## config.mk

```make
export PLATFORM = sky130hd
export DESIGN_NAME = display_mux_n
export DESIGN_NICKNAME = d
export VERILOG_FILES = /design/src/rtl/display_mux_n.sv
export SDC_FILE = /design/constraint.sdc
export NUM_CORES = 1
export LEC_CHECK = 0
export ABC_AREA = 1
export CAP_MARGIN = 20
export CELL_PAD_IN_SITES_DETAIL_PLACEMENT = 0
export CELL_PAD_IN_SITES_GLOBAL_PLACEMENT = 2
export CORE_MARGIN = 5
export CORE_UTILIZATION = 29
export DETAILED_ROUTE_END_ITERATION = 8
export PLACE_DENSITY = 0.75
export SLEW_MARGIN = 5
export SYNTH_ARGS = -nofsm -noshare
export SYNTH_HDL_FRONTEND = slang
export SYNTH_SLANG_ARGS = --single-unit
```

## constraint.sdc

```tcl
create_clock -name clk -period 2.6 [get_ports clk]
set_input_delay 0.26 -clock clk [delete_from_list [all_inputs] [get_ports clk]]
set_output_delay 0.26 -clock clk [all_outputs]
set_load 0.05 [all_outputs]
```

## src/rtl/display_mux_n.sv

```systemverilog
// Time-multiplexed seven-segment scanner: per-slot prescaler, anode dead-time,
// PWM brightness, per-digit blanking and frame-synchronous (tear-free) input capture.
module display_mux_n #(
    parameter int DIGITS   = 4,
    parameter int PRESCALE = 16,
    parameter int BRIGHT_W = 2
) (
    input  logic                  clk,
    input  logic                  rst_n,
    input  logic [7*DIGITS-1:0]   seg_in,
    input  logic [DIGITS-1:0]     dp_in,
    input  logic [DIGITS-1:0]     blank,
    input  logic [BRIGHT_W-1:0]   brightness,
    output logic [DIGITS-1:0]     an,
    output logic [6:0]            sseg,
    output logic                  dp,
    output logic                  frame_tick
);

    localparam int LEVELS = 1 << BRIGHT_W;
    localparam int SUB    = PRESCALE / LEVELS;
    localparam int CNT_W  = (PRESCALE > 1) ? $clog2(PRESCALE) : 1;
    localparam int IDX_W  = $clog2(DIGITS);

    generate
        if (DIGITS < 2 || DIGITS > 8) begin : g_bad_digits
            $error("display_mux_n: DIGITS must be in 2..8");
        end
        if (PRESCALE < LEVELS || (PRESCALE % LEVELS) != 0) begin : g_bad_prescale
            $error("display_mux_n: PRESCALE must be a non-zero multiple of 2**BRIGHT_W");
        end
    endgenerate

    localparam logic [CNT_W:0] SUB_V = (CNT_W+1)'(SUB);
    localparam logic [CNT_W:0] ONE_V = (CNT_W+1)'(1);

    function automatic logic [6:0] seg_of(input logic [7*DIGITS-1:0] s,
                                          input logic [IDX_W-1:0]    i);
        seg_of = 7'h7F;
        for (int k = 0; k < DIGITS; k++) begin
            if (i == IDX_W'(k)) seg_of = s[7*k +: 7];
        end
    endfunction

    logic [CNT_W-1:0]    r_cnt;
    logic [IDX_W-1:0]    r_idx;
    logic [7*DIGITS-1:0] r_seg_s;
    logic [DIGITS-1:0]   r_dp_s;
    logic [DIGITS-1:0]   r_blank_s;
    logic [BRIGHT_W-1:0] r_bright_s;

    logic [DIGITS-1:0]   r_an_p1;
    logic [6:0]          r_sseg_p1;
    logic                r_dp_p1;
    logic                r_frame_tick;

    logic                w_slot_end;
    logic                w_frame_end;
    logic [CNT_W:0]      w_limit;
    logic                w_on;

    assign w_slot_end  = (r_cnt == CNT_W'(PRESCALE-1));
    assign w_frame_end = w_slot_end && (r_idx == IDX_W'(DIGITS-1));

    // p0: slot counter and digit index
    always_ff @(posedge clk or negedge rst_n) begin
        if (!rst_n) begin
            r_cnt <= '0;
            r_idx <= '0;
        end else begin
            if (w_slot_end) begin
                r_cnt <= '0;
                r_idx <= (r_idx == IDX_W'(DIGITS-1)) ? '0 : r_idx + IDX_W'(1);
            end else begin
                r_cnt <= r_cnt + CNT_W'(1);
            end
        end
    end

    // Shadows only move at the frame wrap so a frame never mixes old and new data.
    always_ff @(posedge clk or negedge rst_n) begin
        if (!rst_n) begin
            r_seg_s    <= '1;
            r_dp_s     <= '0;
            r_blank_s  <= '1;
            r_bright_s <= '0;
        end else if (w_frame_end) begin
            r_seg_s    <= seg_in;
            r_dp_s     <= dp_in;
            r_blank_s  <= blank;
            r_bright_s <= brightness;
        end
    end

    // cnt = 0 is the dead-time cycle; on-window ends at (bright+1)*SUB.
    assign w_limit = ((CNT_W+1)'(r_bright_s) + ONE_V) * SUB_V;
    assign w_on    = (r_cnt != '0) && ({1'b0, r_cnt} < w_limit) && !r_blank_s[r_idx];

    // p1: registered pin drive, one cycle behind the scan state
    always_ff @(posedge clk or negedge rst_n) begin
        if (!rst_n) begin
            r_an_p1      <= '1;
            r_sseg_p1    <= 7'h7F;
            r_dp_p1      <= 1'b1;
            r_frame_tick <= 1'b0;
        end else begin
            r_an_p1      <= w_on ? ~(DIGITS'(1) << r_idx) : '1;
            r_sseg_p1    <= w_on ? seg_of(r_seg_s, r_idx) : 7'h7F;
            r_dp_p1      <= w_on ? ~r_dp_s[r_idx] : 1'b1;
            r_frame_tick <= w_frame_end;
        end
    end

    assign an         = r_an_p1;
    assign sseg       = r_sseg_p1;
    assign dp         = r_dp_p1;
    assign frame_tick = r_frame_tick;

endmodule

```

Yosys cells after proc, flatten, opt, wreduce, memory -nomap -nowiden
Cells that the tools add are included.
- reduce and logical (&&, ||, !) cells: 6
- $lt $le $gt $ge: 2
- $add $sub $neg: 3
- equal/unequal tests: 4
- multiplexer cells: 13
- shifts and indexed selects: 1
- bitwise gates (word level): 2
- operator list (operator ; count):
    7-bit 2-to-1 mux ; 5
    4-bit 2-to-1 mux ; 2
    4-bit by 5-bit < comparator with 1-bit output ; 1
    4-bit by 1-bit adder with 4-bit output, second input constant ; 1
    1-bit binary-select mux with 2-bit select ; 2
    2-bit equality test, second input constant ; 2
    4-bit equality test, second input constant ; 1
    4-bit NOT ; 1
    4-bit nonzero test ; 1
    1-bit by 2-bit << shifter with 4-bit output, first input constant ; 1
    2-bit by 1-bit adder with 3-bit output, second input constant ; 1
    1-bit logical AND ; 3
    2-bit by 3-bit < comparator with 1-bit output, second input constant ; 1
    1-bit 2-to-1 mux ; 3
    2-bit by 1-bit adder with 2-bit output, second input constant ; 1
    2-bit by 1-bit equality test with 1-bit output, second input constant ; 1
    2-bit logical NOT ; 1
    2-bit 2-to-1 mux ; 1
    1-bit logical NOT ; 1
    1-bit NOT ; 1
- input port bits: 40
- logic and storage cells: 41
- bits in registers: 57
- output and inout bits: 13

Logic depth before layout (Yosys ltp)
Gate-level depths: netlist of run 1.
- word-level depth: 6
- mapped depth: 10
- gate-level depth less buffers: 9

Worst setup path after synthesis of run 1
Ideal clock, no wire load.
- path kind: reg-to-reg
- start point: register r_bright_s[0]
- end point: register r_sseg_p1[3] (netlist: sseg[3])
- buffers on the path: 1
- slack: 1.047 ns
- data required time: 2.516 ns
- setup time: 0.084 ns
- period minus slack after synthesis: 1.553 ns
- arrival time: 1.469 ns
- cell stages (with the launch flop): 11
- path through: dfrtp_1 > ha_1 > inv_1 > ha_1 > inv_1 > nor2_1 > nand2_1 > nand3_1 > nor2_1 > buf_4 > nand3_1
- word-level cells in the longest chain between the ends: 5
- RTL lines (what ; line ; RTL):
    from (decl) ; 50 ; logic [BRIGHT_W-1:0] r_bright_s;
    from (signal assigned) ; 91 ; r_bright_s <= brightness;
    2-bit by 1-bit adder with 3-bit output ; 96 ; assign w_limit = ((CNT_W+1)'(r_bright_s) + ONE_V) * SUB_V;
    4-bit by 5-bit < comparator with 1-bit output ; 97 ; assign w_on = (r_cnt != '0) && ({1'b0, r_cnt} < w_limit) && !r_blank_s[r_idx];
    1-bit logical AND (2 in series) ; 97 ;
    7-bit 2-to-1 mux ; 108 ; r_sseg_p1 <= w_on ? seg_of(r_seg_s, r_idx) : 7'h7F;
    to (signal assigned) ; 108 ;
    to (decl) ; 53 ; logic [6:0] r_sseg_p1;
No other way between the ends.
A chain may end at the register's enable or synchronous reset.

Final worst setup path of run 1
- start point: register r_an_p1[1] (netlist: an[1])
- end point: output port an[1]
- RTL lines (what ; line ; RTL):
    from (decl) ; 52 ; logic [DIGITS-1:0] r_an_p1;
    from (signal assigned) ; 107 ; r_an_p1 <= w_on ? ~(DIGITS'(1) << r_idx) : '1;
    to (decl) ; 14 ; output logic [DIGITS-1:0] an,
No word-level cell between the ends.

==> out/metrics.yaml, run 1 <==
detailed_routing:
  drt_iter0_markers: 63
  wl_per_cell_um: 12.6
  drc_errors: 0
  drt-vias-per-instance: 4.19
  ant_nets: 0
  firstDrtPassIters: 4
  dr_total_vias: 1949
  wl_um: 5860
synth:
  synth.avg_cell_area_um2: 8.73
  synth_most_common_cell: "nand2_1"
  ys_top_cells_by_count: "nand2_1, dfstp_2, o21ai_0, inv_1"
  synth_nets: 342
  synth_edf_count: 0
  synth_async_sr_flop_share: 1.00
  synth-seq-cells: 57
  syn-cell-area_mm2: 0.00257
  synthCells: 294
  ys_types: 22
  yosys_warnings: 0
  synth_top_area_frac: 0.451
  synth_top_cell_by_area: "dfstp_2"
  synth-main-ff-cell: "dfstp_2"
  seq_area_frac_synth: 0.577
  synth.area.top_cells: "dfstp_2, nand2_1, dfrtp_1, ha_1, o21ai_0"
sta:
  fin_setup_tns_ns: 0
  post-route-min-period_ns: 1.92
  finalSetupViolCount: 0
  skew_ns: 0.00784
  max_freq_mhz: 521
  finalCritPeriodShare: 0.739
  final_max_slew_viol_count: 0
  rsz0062_at_grt: "no"
  worst_pin_slew_ns: 0.691
  finalHoldViolations: 0
  max_slew_margin: 0.539
min_path:
  hold_class: "primary input to register"
  worst_hold_path.endpoint: "r_seg_s[1]$_DFFE_PN1P_"
  holdCritStartpoint: "seg_in[1]"
  hold_depth: 3
cts:
  htree_levels: 3
  clk_latency_ns: 0.33
  clock_sink_count: 57
  cts_tree: "yes"
  post_cts_resize_count: 0
  clockBufferDepth: 2
  numCtsBuffers: 9
  clk_pin_slew_ns: 0.07
  cts_root_buffer: "clkbuf_8"
critical_path:
  rrSetupSlack_ns: 0.86
  cp-start-kind: "register"
  critPathRequiredTime_ns: 2.34
  worst_path_largest_cell_delay_ns: 0.80
  r2r_start: "r_idx[0]$_DFFE_PN0N_"
  cp_top_family: "buffers and inverters"
  reg2reg_depth: 5
  crit_fanout: 1
  critical_path_buf_inv_count: 1
  reg2reg_to: "sseg[0]$_DFF_PN1_"
  cp.arrival_ns: 1.66
  worst-setup-path-type: "register to output pin"
  crit_slowest_cell: "clkdlybuf4s50_1"
  path_cells: "clkdlybuf4s50_1"
  cp-end-kind: "output pin"
run:
  maxCapViolCount: 0
place:
  port_buffers: 52
  routabilityCongestion: 0.738
  placedCellCount: 448
  dp_hpwl_um: 4150
floorplanning:
  die_y_um: 104
  core.rowCount: 34
  start_util: 0.296
  die_x_um: 104
  ios: 53
  core_mm2: 0.00868
  dieArea_mm2: 0.0108
cells_and_area:
  nets: 400
  fin_cells: 465
  syn_to_final_growth_pct: 33.3
  drive_gt1_frac: 0.202
  final_core_util: 0.394
  diodes: 0
global_route:
  grt_start_max_net_pins: 45
  antenna_found_initial: 0
  grt_pass1_vias: 2069
  overflow: 0
  use_met2: 0.162
  grt_pass1_wl_um: 10000
  grtUsageTotal: 0.113
  use_met3: 0.0366
  grt.busiest_layer: "met2"
  met1_usage: 0.159
power:
  leakage_nw: 1.56
  peakVddDrop_v: 0.000284
  power.density_mw_per_mm2: 566
outcome:
  status: "finished clean"
-- cell usage in the layout, fill, tap and decap left out, types with 2 or more instances in the layout --
cell               n
a21oi_1            3
buf_4              4
bufinv_16          2
clkbuf_8          10
clkdlybuf4s50_1   51
dfrtp_1           13
dfstp_2           44
ha_1               8
inv_1             18
nand2_1          137
nand3_1           15
nor2_1            15
o21ai_0           20
or2_2              3
-- flip-flops by register name, indices dropped and copies added (netlist names) --
name / flops
an: 4
dp: 1
frame_tick: 1
r_blank_s: 4
r_bright_s: 2
r_cnt: 4
r_dp_s: 4
r_idx: 2
r_seg_s: 28
sseg: 7
-- routing by layer --
layer  routed length [µm]  share of wire
met1                 3070           0.52
met2                 2430           0.42
met3                  251          0.043
met4                  100          0.017
met5                    0              0
-- timing repair --
item,in CTS,in global routing
hold buffers,1,0
hold endpoints to repair,13,0
buffers inserted,0,0
-- final cells by class --
cell class              count  area, µm²
flip-flops and latches     57       1480
inverters                  20       80.1
multi-input cells         207        928
fillers                   921       5260
well taps                 108        135
clock inverters             4       72.6
repair buffers             57        556
clock buffers              12        166
-- where the power goes --
group          switching [mW]  total [mW]  leakage [nW]  internal (mW)
registers                   0       0.891         0.599          0.891
logic                  0.0249      0.0774         0.842         0.0526
clock network           0.346       0.969         0.118          0.623
-- through the flow --
stage / worst slack (ns) / instance area [µm²] / hold WS [ns] / power (mW)
3_3_place_gp: 0.853 / 3170 / 0.353 / 0.982
2_1_floorplan: 1.05 / 2570 / -0.0356 / 0.904
4_1_cts: 0.639 / 3420 / 0.403 / 1.97
3_5_place_dp: 0.859 / 3170 / 0.345 / 0.982
5_1_grt: 0.633 / 3420 / 0.418 / 2.01
6_report: 0.679 / 3420 / 0.425 / 1.94
-- worst max path at each step --
stage | from | endpoint | slack, ns | cells after the start
finish | an[1]$_DFF_PN1_ | an[1] | 0.68 | 1
global route | an[1]$_DFF_PN1_ | an[1] | 0.63 | 1
CTS | an[1]$_DFF_PN1_ | an[1] | 0.64 | 1
detailed placement | r_idx[0]$_DFFE_PN0N_ | sseg[0]$_DFF_PN1_ | 0.86 | 5
global placement | r_idx[0]$_DFFE_PN0N_ | sseg[0]$_DFF_PN1_ | 0.85 | 5
floorplan | r_bright_s[0]$_DFFE_PN0P_ | sseg[3]$_DFF_PN1_ | 1.05 | 10
-- logic make-up after synthesis --
logic type | Yosys count | synth area share
simple gates | 173 | 0.270
flops | 57 | 0.577
buf+inv | 30 | 0.0609
compound gates | 25 | 0.0492
fa+ha+maj | 8 | 0.0390
xor+xnor | 1 | 0.00341
-- worst reg2reg max path, delay by kind of cell (launching register included) --
| family | cells | cell delay (ns) |
|---|---|---|
| adders and majority gates | 1 | 0.59 |
| DFF | 1 | 0.49 |
| and+or+nand+nor | 3 | 0.42 |
| buffers and inverters | 1 | 0.18 |
(Power assumes the default switching activity.)
==> run 2, diff against run 1 <==
Clock period 2.6 ns to 2 ns, I/O delays scaled along.
==> out/metrics.yaml, run 2 (same netlist as run 1, synthesis figures left out) <==
detailed_routing:
  ant_nets: 0  # unchanged
  drt_iter0_markers: 59  # -6.3%
  wl_per_cell_um: 12.5  # -0.56%
  drc_errors: 0  # unchanged
  dr_total_vias: 1978  # +1.5%
  wl_um: 5850  # -0.14%
  drt-vias-per-instance: 4.24  # +1.1%
  firstDrtPassIters: 4  # unchanged
floorplanning:
  core.rowCount: 34  # unchanged
  die_y_um: 104  # unchanged
  core_mm2: 0.00868  # unchanged
  die_x_um: 104  # unchanged
  start_util: 0.296  # unchanged
  dieArea_mm2: 0.0108  # unchanged
  ios: 53  # unchanged
cts:
  postCtsSetupRepairBufs: 0  # unchanged
  clockBufferDepth: 2  # unchanged
  clk_latency_ns: 0.33  # about the same
  htree_levels: 3  # unchanged
  cts_tree: "yes"
  cts_root_buffer: "clkbuf_8"
  clk_pin_slew_ns: 0.07  # about the same
  clock_sink_count: 57  # unchanged
  numCtsBuffers: 9  # unchanged
critical_path:
  rrSetupSlack_ns: 0.42  # -0.44 ns
  path_cells: "clkdlybuf4s50_1"
  crit_slowest_cell: "clkdlybuf4s50_1"
  reg2reg_to: "sseg[4]$_DFF_PN1_"
  cp.depth: 1  # unchanged
  crit_fanout: 1  # unchanged
  worst_path_largest_cell_delay_ns: 0.79  # about the same
  cp-end-kind: "output pin"
  r2r_start: "r_bright_s[1]$_DFFE_PN0P_"
  crit_start: "an[1]$_DFF_PN1_"
  endpoint: "an[1]"
  critical_path_buf_inv_count: 1  # unchanged
  cp-start-kind: "register"
  worst-setup-path-type: "register to output pin"
  reg2reg_depth: 10  # +5
  cp_top_family: "buffers and inverters"
  critPathRequiredTime_ns: 1.80  # -0.54 ns
  cp.arrival_ns: 1.65  # about the same
sta:
  max_freq_mhz: 540
  final_max_slew_viol_count: 0  # unchanged
  worst_pin_slew_ns: 0.635  # -0.0558 ns
  finalHoldViolations: 0  # unchanged
  post-route-min-period_ns: 1.85
  skew_ns: 0.0113  # +0.00350 ns
  rsz0062_at_grt: "no"
  max_slew_margin: 0.577  # +0.0372
  finalSetupViolCount: 0  # unchanged
  fin_setup_tns_ns: 0  # unchanged
  finalCritPeriodShare: 0.926
min_path:
  hold_class: "primary input to register"
global_route:
  grt_pass1_wl_um: 10300  # +3.4%
  grt_start_max_net_pins: 45  # unchanged
  grtUsageTotal: 0.119  # +0.00538
  overflow: 0  # unchanged
  antenna_found_initial: 0  # unchanged
  grt_pass1_vias: 2167  # +4.7%
power:
  leakage_nw: 1.54  # -1.1%
  power.density_mw_per_mm2: 672  # +19%
  peakVddDrop_v: 0.000228  # -20%
cells_and_area:
  largest_reg_flops: 28  # unchanged
  seqCellArea_mm2: 0.00148  # unchanged
  multi_input_area_um2: 928  # unchanged
  final_common_cell: "nand2_1"
  nets: 402  # +0.50%
  syn_to_final_growth_pct: 31.8
  most-common-layout-cells: "nand2_1, clkdlybuf4s50_1, dfstp_2, o21ai_0, inv_1"
  final_core_util: 0.390  # -0.00418
  largest-register: "r_seg_s"
  nFillCells: 912  # -0.98%
  drive_gt1_frac: 0.206  # +0.00445
  diodes: 0  # unchanged
run:
  maxCapViolCount: 0  # unchanged
place:
  dp_hpwl_um: 4220  # +1.7%
  port_buffers: 52  # unchanged
  routabilityCongestion: 0.734  # -0.49%
outcome:
  status: "finished clean"
[run 2: cell count changes in the layout (fill, tap and decap cells not counted), sizes merged]
cell and delta:
clkinv +2, bufinv -1, buf +2, clkbuf -2, clkinvlp +1
[run 2: where the power goes]
part,total (mW),internal [mW],switching [mW]
sequential,1.16,1.16,0
combinational,0.101,0.0684,0.0324
clock,1.01,0.568,0.446
total,2.27,1.79,0.479
[run 2: worst min path at each step]
stage | endpoint | slack [ns] | cells past startpoint | startpoint
after floorplan | frame_tick$_DFF_PN0_ | -0.1 | 0 | rst_n
after global placement | r_dp_s[2]$_DFFE_PN0P_ | 0.27 | 1 | rst_n
after detailed placement | r_idx[1]$_DFFE_PN0N_ | 0.26 | 1 | rst_n
after CTS | r_seg_s[16]$_DFFE_PN1P_ | 0.35 | 3 | seg_in[16]
after global routing | r_seg_s[18]$_DFFE_PN1P_ | 0.36 | 3 | seg_in[18]
final | r_seg_s[16]$_DFFE_PN1P_ | 0.36 | 3 | seg_in[16]
[run 2: timing repair]
action,CTS,global route
setup endpoints to repair,0,0
hold buffers,1,0
hold endpoints to repair,5,0
resized for setup,0,0
[run 2: layout make-up]
class / count / share of cell area
sequential: 57 / 0.438
clock inverter: 6 / 0.0178
tap: 108 / 0.0399
timing repair buffer: 59 / 0.169
clock buffer: 10 / 0.0377
multi-input combinational: 207 / 0.274
inverter: 20 / 0.0237
[run 2: per-layer routing]
| metal | up-vias | track usage | part of all wire |
|---|---|---|---|
| met5 | - | 0 | 0 |
| li1 | 1026 | - | - |
| met3 | 7 | 0.0354 | 0.033 |
| met2 | 37 | 0.174 | 0.44 |
| met4 | 0 | 0.0555 | 0.019 |
| met1 | 908 | 0.160 | 0.51 |
[run 2: per-stage QoR]
| stage | worst slack, ns | total power, mW | instances | cell area, µm² | hold slack, ns |
|---|---|---|---|---|---|
| 2_1_floorplan | 0.447 | 1.18 | 294 | 2570 | -0.0956 |
| 5_1_grt | 0.0928 | 2.38 | 467 | 3380 | 0.356 |
| 3_5_place_dp | 0.393 | 1.28 | 450 | 3190 | 0.262 |
| 3_3_place_gp | 0.425 | 1.28 | 450 | 3190 | 0.269 |
| 6_report | 0.147 | 2.27 | 467 | 3380 | 0.364 |
| 4_1_cts | 0.114 | 2.32 | 467 | 3380 | 0.347 |
==> run 3, diff against run 2 <==
Settings changed: CORE_UTILIZATION 29 to 30, PLACE_DENSITY 0.75 to 0.78, REMOVE_ABC_BUFFERS from default to 1.
==> out/metrics.yaml, run 3 (same netlist as run 1, synthesis figures left out) <==
outcome:
  status: "finished clean"
sta:
  fin_setup_tns_ns: 0  # unchanged
  finalCritPeriodShare: 0.932  # +0.00542
  post-route-min-period_ns: 1.86  # +0.0108 ns
  skew_ns: 0.00812  # -0.00323 ns
  finalHoldViolations: 0  # unchanged
  worst_pin_slew_ns: 0.681  # +0.0461 ns
  max_slew_margin: 0.546  # -0.0307
  rsz0062_at_grt: "no"
  finalSetupViolCount: 0  # unchanged
  final_max_slew_viol_count: 0  # unchanged
  max_freq_mhz: 537  # -0.58%
  whs_ns: 0.360  # -0.00396 ns
power:
  peakVddDrop_v: 0.000330  # +45%
  clkPwrFrac: 0.493  # +0.047
  p_int_mw: 2.00  # +11%
  sw_frac_of_total: 0.196  # -0.0147
  p_comb_frac: 0.041  # -0.003
  seqPwrFrac: 0.466  # -0.043
  power.density_mw_per_mm2: 726  # +8.1%
  p_switching_mw: 0.486  # +1.6%
  leakage_nw: 1.55  # +0.81%
detailed_routing:
  ant_nets: 0  # unchanged
  firstDrtPassIters: 4  # unchanged
  wl_per_cell_um: 12.7  # +1.5%
  drt-vias-per-instance: 4.30  # +1.6%
  wl_um: 5870  # +0.41%
  dr_total_vias: 1988  # +0.51%
  drc_errors: 0  # unchanged
  drt_iter0_markers: 49  # -17%
floorplanning:
  die_x_um: 102  # -1.5%
  core.rowCount: 33  # -2.9%
  die_y_um: 102  # -1.5%
  ios: 53  # unchanged
  core_mm2: 0.00826  # -4.8%
  start_util: 0.311  # +0.0151
  dieArea_mm2: 0.0105  # -3.0%
critical_path:
  cp.depth: 1  # unchanged
  cp-start-kind: "register"
  r2r_start: "r_idx[0]$_DFFE_PN0N_"
  worst_path_largest_cell_delay_ns: 0.80  # about the same
  reg2reg_depth: 7  # -3
  cp-end-kind: "output pin"
  cp.arrival_ns: 1.66  # about the same
  critical_path_buf_inv_count: 1  # unchanged
  cp_top_family: "buffers and inverters"
  critPathRequiredTime_ns: 1.80  # about the same
  rrSetupSlack_ns: 0.29  # -0.13 ns
  crit_slowest_cell: "clkdlybuf4s50_1"
  reg2reg_to: "sseg[6]$_DFF_PN1_"
  worst-setup-path-type: "register to output pin"
  path_cells: "clkdlybuf4s50_1"
  crit_fanout: 1  # unchanged
cells_and_area:
  largest-register: "r_seg_s"
  nets: 400  # -0.50%
  final_common_cell: "nand2_1"
  fin_cells: 462  # -1.1%
  syn_to_final_growth_pct: 33.3
  drive_gt1_frac: 0.202  # -0.00445
  nFillCells: 895  # -1.9%
  diodes: 0  # unchanged
  largest_reg_flops: 28  # unchanged
  most-common-layout-cells: "nand2_1, clkdlybuf4s50_1, dfstp_2, o21ai_0, inv_1"
  final_area_mm2: 0.00342  # +1.1%
cts:
  htree_levels: 3  # unchanged
  clk_pin_slew_ns: 0.07  # about the same
  numCtsBuffers: 9  # unchanged
  cts_root_buffer: "clkbuf_8"
  postCtsSetupRepairBufs: 0  # unchanged
  cts_tree: "yes"
  clk_latency_ns: 0.33  # about the same
  clock_sink_count: 57  # unchanged
  clockBufferDepth: 2  # unchanged
place:
  dp_hpwl_um: 4050  # -4.0%
  port_buffers: 52  # unchanged
  place_area_mm2: 0.00318  # -0.20%
  routabilityCongestion: 0.722  # -1.7%
  placedCellCount: 445  # -1.1%
min_path:
  worst_hold_path.endpoint: "r_seg_s[18]$_DFFE_PN1P_"
  hold_class: "primary input to register"
  hold_depth: 3  # unchanged
  holdCritStartpoint: "seg_in[18]"
global_route:
  grt_start_max_net_pins: 45  # unchanged
  antenna_found_initial: 0  # unchanged
  grtUsageTotal: 0.125  # +0.00601
  grt_pass1_wl_um: 10100  # -2.5%
  grt_pass1_vias: 2145  # -1.0%
  overflow: 0  # unchanged
run:
  maxCapViolCount: 0  # unchanged
-- run 3: changes by cell type in the layout (fill, tap and decap cells not counted) --
| cell | change |
|---|---|
| buf_4 | -3 |
| clkbuf_8 | +2 |
| buf_12 | +1 |
| clkinv_2 | -3 |
| bufinv_16 | +1 |
-- run 3: per-stage QoR --
| stage | utilization | total power, mW | setup WS, ns |
|---|---|---|---|
| floorplan | - | 1.18 | 0.281 |
| global placement | 0.385 | 1.28 | 0.310 |
| detailed placement | 0.385 | 1.28 | 0.273 |
| CTS | 0.414 | 2.52 | 0.106 |
| global route | 0.414 | 2.59 | 0.0615 |
| finish | 0.414 | 2.48 | 0.137 |
-- run 3: worst max path at each step --
stage,end,from,slack [ns]
after floorplan,sseg[1]$_DFF_PN1_,r_bright_s[0]$_DFFE_PN0P_,0.28
after global placement,sseg[5]$_DFF_PN1_,r_idx[0]$_DFFE_PN0N_,0.31
after detailed placement,sseg[6]$_DFF_PN1_,r_idx[0]$_DFFE_PN0N_,0.27
after CTS,an[0],an[0]$_DFF_PN1_,0.11
after global routing,sseg[6]$_DFF_PN1_,r_idx[0]$_DFFE_PN0N_,0.06
final,sseg[1],sseg[1]$_DFF_PN1_,0.14
-- run 3: routing by layer --
metal,global-route usage,share of wire,vias up,routed length [µm]
met1,0.161,0.48,916,2800
li1,-,-,1020,-
met3,0.0447,0.056,8,331
met5,0,0,-,0
met4,0.0424,0.015,0,87
met2,0.195,0.45,44,2660
-- run 3: timing repair --
item	4_1_cts	5_1_grt
hold buffers	1	0
hold endpoints to repair	2	0
gates resized for setup	0	0
-- run 3: cell type report --
type                       instances  area, µm²  share of cell area
clock buffer                      12        155              0.0454
inverter                          20       80.1              0.0234
multi-input combinational        207        928               0.271
tap                              105        131              0.0384
clock inverter                     4       75.1              0.0220
sequential                        57       1480               0.433
timing repair buffer              57        568               0.166
-- run 3: power groups by stage --
stage	clock network (mW)	logic, mW	registers [mW]
3_3_place_gp	0	0.102	1.18
3_5_place_dp	0	0.102	1.18
4_1_cts	1.26	0.105	1.16
5_1_grt	1.32	0.112	1.16
6_report	1.22	0.102	1.16
